[src/rtl/msrv32_ahb_arbiter.sv]
// Two-master AHB-Lite arbiter: instruction fetch and data port share one bus.
// Data wins by default; a small guard forces a fetch after two data grants in a row.
module msrv32_ahb_arbiter #(
  parameter int unsigned TIMEOUT_CYCLES = 16
) (
  input  logic        clk_in,
  input  logic        rst_in,
  input  logic        i_req_in,
  input  logic [31:0] i_addr_in,
  output logic        i_gnt_out,
  output logic        i_rvalid_out,
  output logic        i_err_out,
  output logic [31:0] i_rdata_out,
  input  logic        d_req_in,
  input  logic        d_we_in,
  input  logic [31:0] d_addr_in,
  input  logic [31:0] d_wdata_in,
  input  logic [3:0]  d_wmask_in,
  output logic        d_gnt_out,
  output logic        d_rvalid_out,
  output logic        d_err_out,
  output logic [31:0] d_rdata_out,
  output logic [31:0] haddr_out,
  output logic [31:0] hwdata_out,
  output logic [1:0]  htrans_out,
  output logic        hwrite_out,
  output logic [3:0]  hwmask_out,
  input  logic [31:0] hrdata_in,
  input  logic        hready_in,
  input  logic        hresp_in,
  output logic        timeout_out
);

  typedef enum logic {IDLE, DATA} state_t;

  localparam logic [7:0] TO_LAST = 8'(TIMEOUT_CYCLES - 1);

  state_t      state, state_nx;
  logic        owner_d, owner_d_nx;
  logic        wr, wr_nx;
  logic [31:0] wdata, wdata_nx;
  logic [7:0]  wait_cnt, wait_nx;
  logic [1:0]  guard, guard_nx;

  logic busy, complete, abort, can_issue, issue, pick_i;
  logic        rsp_err;
  logic [31:0] rsp_data;

  assign busy      = (state == DATA);
  assign complete  = busy && hready_in;
  assign abort     = busy && !hready_in && (wait_cnt == TO_LAST);
  // An error completion never overlaps a new address phase.
  assign can_issue = !busy || (hready_in && !hresp_in);
  assign issue     = rst_in && can_issue && (i_req_in || d_req_in);
  assign pick_i    = i_req_in && (!d_req_in || (guard == 2'd2));

  always_ff @(posedge clk_in or negedge rst_in) begin
    if (!rst_in) begin
      state    <= IDLE;
      owner_d  <= 1'b0;
      wr       <= 1'b0;
      wdata    <= '0;
      wait_cnt <= '0;
      guard    <= '0;
    end else begin
      state    <= state_nx;
      owner_d  <= owner_d_nx;
      wr       <= wr_nx;
      wdata    <= wdata_nx;
      wait_cnt <= wait_nx;
      guard    <= guard_nx;
    end
  end

  always_comb begin
    state_nx   = state;
    owner_d_nx = owner_d;
    wr_nx      = wr;
    wdata_nx   = wdata;
    wait_nx    = wait_cnt;
    guard_nx   = guard;
    if (abort) begin
      state_nx = IDLE;
      wait_nx  = '0;
    end else if (issue) begin
      state_nx   = DATA;
      owner_d_nx = !pick_i;
      wr_nx      = !pick_i && d_we_in;
      wdata_nx   = (!pick_i && d_we_in) ? d_wdata_in : '0;
      wait_nx    = '0;
      if (pick_i)
        guard_nx = '0;
      else
        guard_nx = i_req_in ? guard + 2'd1 : '0;
    end else if (complete) begin
      state_nx = IDLE;
      wait_nx  = '0;
    end else if (busy) begin
      wait_nx = wait_cnt + 8'd1;
    end
  end

  always_comb begin
    htrans_out   = 2'b00;
    haddr_out    = '0;
    hwrite_out   = 1'b0;
    hwmask_out   = '0;
    hwdata_out   = '0;
    i_gnt_out    = 1'b0;
    d_gnt_out    = 1'b0;
    i_rvalid_out = 1'b0;
    i_err_out    = 1'b0;
    i_rdata_out  = '0;
    d_rvalid_out = 1'b0;
    d_err_out    = 1'b0;
    d_rdata_out  = '0;
    timeout_out  = abort;
    rsp_err      = abort || hresp_in;
    rsp_data     = (complete && !wr) ? hrdata_in : '0;
    if (issue) begin
      htrans_out = 2'b10;
      haddr_out  = pick_i ? i_addr_in : d_addr_in;
      hwrite_out = !pick_i && d_we_in;
      hwmask_out = pick_i ? 4'hF : d_wmask_in;
      i_gnt_out  = pick_i;
      d_gnt_out  = !pick_i;
    end
    if (busy && wr)
      hwdata_out = wdata;
    if (complete || abort) begin
      if (owner_d) begin
        d_rvalid_out = 1'b1;
        d_err_out    = rsp_err;
        d_rdata_out  = rsp_data;
      end else begin
        i_rvalid_out = 1'b1;
        i_err_out    = rsp_err;
        i_rdata_out  = rsp_data;
      end
    end
  end

endmodule
[config.mk]
export PLATFORM = sky130hd
export DESIGN_NAME = msrv32_ahb_arbiter
export DESIGN_NICKNAME = d
export VERILOG_FILES = /design/src/rtl/msrv32_ahb_arbiter.sv
export SDC_FILE = /design/constraint.sdc
export NUM_CORES = 1
export LEC_CHECK = 0
export CAP_MARGIN = 25
export CORE_AREA = 2 2 108 110
export CTS_CLUSTER_SIZE = 14
export DETAILED_ROUTE_END_ITERATION = 10
export DIE_AREA = 0 0 110 112
export PLACE_DENSITY = 0.73
export SETUP_SLACK_MARGIN = 0.2
export SYNTH_ARGS = -nofsm -noshare
export SYNTH_HDL_FRONTEND = slang
export SYNTH_SLANG_ARGS = --single-unit
[constraint.sdc]
create_clock -name clk_in -period 2.25 [get_ports clk_in]
set_clock_uncertainty 0.15 [all_clocks]
set_input_delay 0.225 -clock clk_in [delete_from_list [all_inputs] [get_ports clk_in]]
set_output_delay 0.225 -clock clk_in [all_outputs]
set_load 0.1 [all_outputs]
* Yosys cells after proc, flatten, opt, wreduce, memory -nomap -nowiden
Cells that the tools add are included.
** Operators by class
- $add $sub $neg :: 2
- Equal/unequal tests :: 2
- Mux-type cells :: 32
- Bitwise operators :: 1
- Reductions and logical operators :: 24
** Operators with widths (count)
- 32-bit 2-to-1 mux :: 9
- 8-bit 2-to-1 mux :: 4
- 1-bit 2-to-1 mux :: 14
- 1-bit logical AND :: 10
- 8-bit by 1-bit adder with 8-bit output (second input constant) :: 1
- 8-bit by 4-bit == test with 1-bit output (second input constant) :: 1
- 4-bit 2-to-1 mux :: 2
- 1-bit zero test :: 6
- 2-bit 2-to-1 mux :: 3
- 1-bit logical OR :: 5
- 4-bit nonzero test :: 1
- 3-bit nonzero test :: 1
- 2-bit by 1-bit adder with 2-bit output (second input constant) :: 1
- 2-bit == test (second input constant) :: 1
- 2-bit AND reduction :: 1
- 1-bit inverter :: 1
** Word-level totals
- Register bits after elaboration :: 45
- Input port bits :: 139
- Output and inout port bits :: 142

* Longest topological paths before layout
- Depth after elaboration :: 7
- Gate-level depth with buffers :: 7
- Gate-level depth less buffers :: 5

* Least setup slack after synthesis
OpenSTA, ideal clock, no wires.
- Path kind :: register to output
- From :: register wait_cnt[5]
- To :: output d_err_out
- Arrival time :: 5.384 ns
- Setup slack :: -3.509 ns
- Stages on the path, launching flop included :: 5
- Buffers on the path :: 0
- Path through :: dfrtp_1 or3_4 nor4_1 nor2_1 nor2b_1
** Between the ends
- Longest elaborated chain between the ends :: 5
** RTL lines
- start: declaration :: RTL line 42 : logic [7:0] wait_cnt, wait_nx;
- start signal: assignment :: RTL line 70 : wait_cnt <= wait_nx;
- 8-bit by 4-bit == test with 1-bit output (*) :: RTL line 51 : assign abort = busy && !hready_in && (wait_cnt == TO_LAST);
- 1-bit logical AND (*) :: RTL line 51
- net timeout_out :: RTL line 31 : output logic timeout_out
- 1-bit logical OR :: RTL line 118 : rsp_err = abort || hresp_in;
- 1-bit 2-to-1 mux :: RTL line 131 : if (owner_d) begin
- 1-bit 2-to-1 mux (*) :: RTL line 130 : if (complete || abort) begin
- end: declaration :: RTL line 21 : output logic d_err_out,
The timed path passes the listed nets; every way through them passes the cells marked *.

* Worst setup path after layout
- From :: register wait_cnt[6]
- To :: output d_rdata_out[15]
** Between the ends
- Longest elaborated chain between the ends :: 4
** RTL lines
- 8-bit by 4-bit == test with 1-bit output :: RTL line 51
- 1-bit logical AND :: RTL line 51
- 1-bit logical OR :: RTL line 130
- 32-bit 2-to-1 mux :: RTL line 130
- end: declaration :: RTL line 22 : output logic [31:0] d_rdata_out,
Every way passes these cells.

==> qor.yml <==
cts.sink_count: 45
crit_cells: 6
post_drt_wl_per_cell_um: 26.68
vias_per_cell: 5.548
htreeDepth: 2
clkTransAtPathRegs_ns: 0.06
timing.hold.ws_ns: 0.3531
worst-path-buf-inv: 2
cap_violations: 0
die_w_um: 110
die_area_mm2: 0.01232
async_flop_share: 1.000
reg2reg_from: "guard[1]"
routed_wl_um: 22730
finalHoldViolations: 0
total_power_uw: 4409
crit_slowest_cell: "dfrtp_1"
start_kind: "register"
ant_nets: 0
syn_inst: 385
clkLatencyLatePin_ns: 0.29
fin_util: 0.8644
cp.arrival_ns: 2.11
violations: "setup timing"
num_io_pins: 281
start_util: 0.2770
grt_pass1_wl_um: 29760
grt_pass1_vias: 4848
reg2regPathDepth: 10
status: "complete, but fails checks"
areaGrowthSynthToFinish_pct: 212.0
final.period_utilization: 1.106
cts_tree: "done"
cp_top_family: "simple AND/OR/NAND/NOR gates"
crit_chain: "or3_4, nor3_4, o211a_4, buf_12, and3_4, buf_12"
end_kind: "output port"
reg2reg_to: "wdata[31]"
cp_common_cell: "buf_12"
slew_headroom: 0.6082
fillers: 429
critPathRequiredTime_ns: 1.88
synthTopCellsByArea: "dfrtp_1 (36%), and3_1 (20%), a22o_1 (9.9%), nand2_1 (8.6%), a21oi_1 (5.7%)"
synth.cell_area_mm2: 0.003095
maxSlewViolCount: 0
synthFlopType: "dfrtp_1"
cts-root-buf: "clkbuf_16"
path_class: "reg2out"
fin_nets: 847
max_slew.worst_pin.slew_ns: 0.5856
ir_worst_vdd_mv: 0.4472
hp-class: "reg2reg"
post-dp-hpwl_um: 12390
worstPathMaxFanout: 11
synth_edf_count: 0
gp_congestion: 0.8083
routed-via-count: 4727
overflow: 0
track_usage: 0.3206
synth_nets: 526
ys_seq_area_frac: 0.3638
hold_end: "wdata[24]"
holdPathStages: 1
synth_seq_cells: 45
cts_made_buffers: 5
fmax_mhz: 401.9
drive_gt1_frac: 0.5743
max-clock-path-buffers: 2
grt_max_degree: 46
fin_crit_ns: 2.488
synth_top_area_frac: 0.3638
setup_viol: 107
worstHoldStart: "wdata[24]"
synth.avg_cell_area_um2: 8.040
grt_setup_unrepaired: "yes"
rows: 39
yosysTopAreaCell: "dfrtp_1"
drc_errors: 0
drt_iter0_markers: 334
setup_slack_ns: -0.2381
first_pass_iters: 5
coreArea_mm2: 0.01117
leakagePower_uw: 0.004111
die_y_um: 112
final_common_cell: "buf_12"
cellPowerDensity_mw_per_mm2: 456.4
ys_types: 40
reg2reg_setup_slack_ns: 0.07
antenna_found_initial: 3
portBuffers: 279
ys_warn_count: 0
final_cell_mix: "buf_12 (159), clkdlybuf4s50_1 (135), and3_4 (65)"
cp_slowest_stage_delay_ns: 0.44
[per-stage QoR]
step / cells / TNS (ns) / setup WS [ns] / instance area [µm²]
detailed placement: 794 / 0 / 0.03851 / 8295
finish: 852 / -17.66 / -0.2381 / 9659
floorplan: 385 / -1.447 / -0.6112 / 3887
global placement: 794 / 0 / 0.06556 / 8295
global route: 851 / -24.46 / -0.3193 / 9657
CTS: 831 / -14.49 / -0.2452 / 9319
[routing by layer]
layer / track usage / vias to the layer above / routed length (µm) / part of all wire
met5: 0 / - / 11 / 0.00048
met4: 0.1747 / 2 / 1557 / 0.069
met3: 0.1089 / 110 / 2220 / 0.098
met2: 0.5485 / 324 / 11260 / 0.50
met1: 0.3402 / 2281 / 7677 / 0.34
li1: - / 2010 / - / -
[registers in the layout (all words and copies together) (netlist names)]
register and count:
wdata 32, guard 2, wait_cnt 8, wr 1
busy 1, owner_d 1
[worst reg2reg max path, cell delays in order, from the launching register on]
cell and delay [ns]:
dfrtp_1 0.45, ha_4 0.21, o21ai_4 0.27, buf_6 0.15, buf_6 0.10, and3_4 0.20, buf_12 0.12, buf_8 0.10
buf_12 0.12, buf_8 0.11, a22o_1 0.13
[power breakdown]
| part | internal (µW) | switching, µW | leakage, µW | total [µW] |
|---|---|---|---|---|
| Clock | 555 | 324 | 0.0000831 | 879 |
| Sequential | 910 | 70.1 | 0.000598 | 980 |
| Combinational | 1070 | 1480 | 0.00343 | 2550 |
[synthesized netlist by cell type, types with 2 or more instances]
cell and count:
o21a_1 3, nand2_1 71, buf_1 5, o21ai_1 2, ha_1 2, a21oi_1 35
buf_4 2, a21o_1 2, a22o_1 35, clkbuf_1 22, inv_1 5, dfrtp_1 45
and3_1 97, buf_2 6, buf_6 6, nor2b_1 3, o21ai_0 5, nor2_1 16
o211a_4 2
[timing repair]
action | CTS | global route
resized for setup | 139 | 27
hold buffers | 1 | 0
setup buffers | 21 | 15
pin swaps | 69 | 33
cloned | 7 | 4
endpoints found under the setup margin | 108 | 124
hold endpoints to repair | 45 | 0
[final cells by class]
cell class	count	area, µm²	share of cell area
timing repair buffer	355	5234	0.5418
multi-input combinational	293	2917	0.3019
sequential	45	1126	0.1166
tap	143	178.9	0.01852
clock buffer	6	138.9	0.01438
clock inverter	2	37.54	0.003886
inverter	6	22.52	0.002332
antenna	2	5.005	0.0005181
[cells by family (layout without fill, tap and decap cells)]
kind of cell / Yosys count / after routing / share of synthesized area
AO/OA/AOI/OAI: 88 / 88 / 0.2009
XOR/XNOR: 2 / 2 / 0.005660
adder cells (fa/ha/maj): 2 / 2 / 0.008083
buffers and inverters: 47 / 369 / 0.07639
flip-flops: 45 / 45 / 0.3638
multiplexers: 1 / 1 / 0.003638
other: 1 / 3 / 0.001211
AND/OR/NAND/NOR: 199 / 199 / 0.3403
[how the worst max path moves through the flow]
stage                      from              end  slack (ns)
finish              wait_cnt[6]  d_rdata_out[15]       -0.24
global route        wait_cnt[7]  d_rdata_out[15]       -0.32
CTS                 wait_cnt[5]   d_rdata_out[1]       -0.25
detailed placement  wait_cnt[7]  i_rdata_out[25]        0.04
global placement      hready_in       hwrite_out        0.07
floorplan           wait_cnt[7]        d_err_out       -0.61
(Power assumes the default switching activity.)
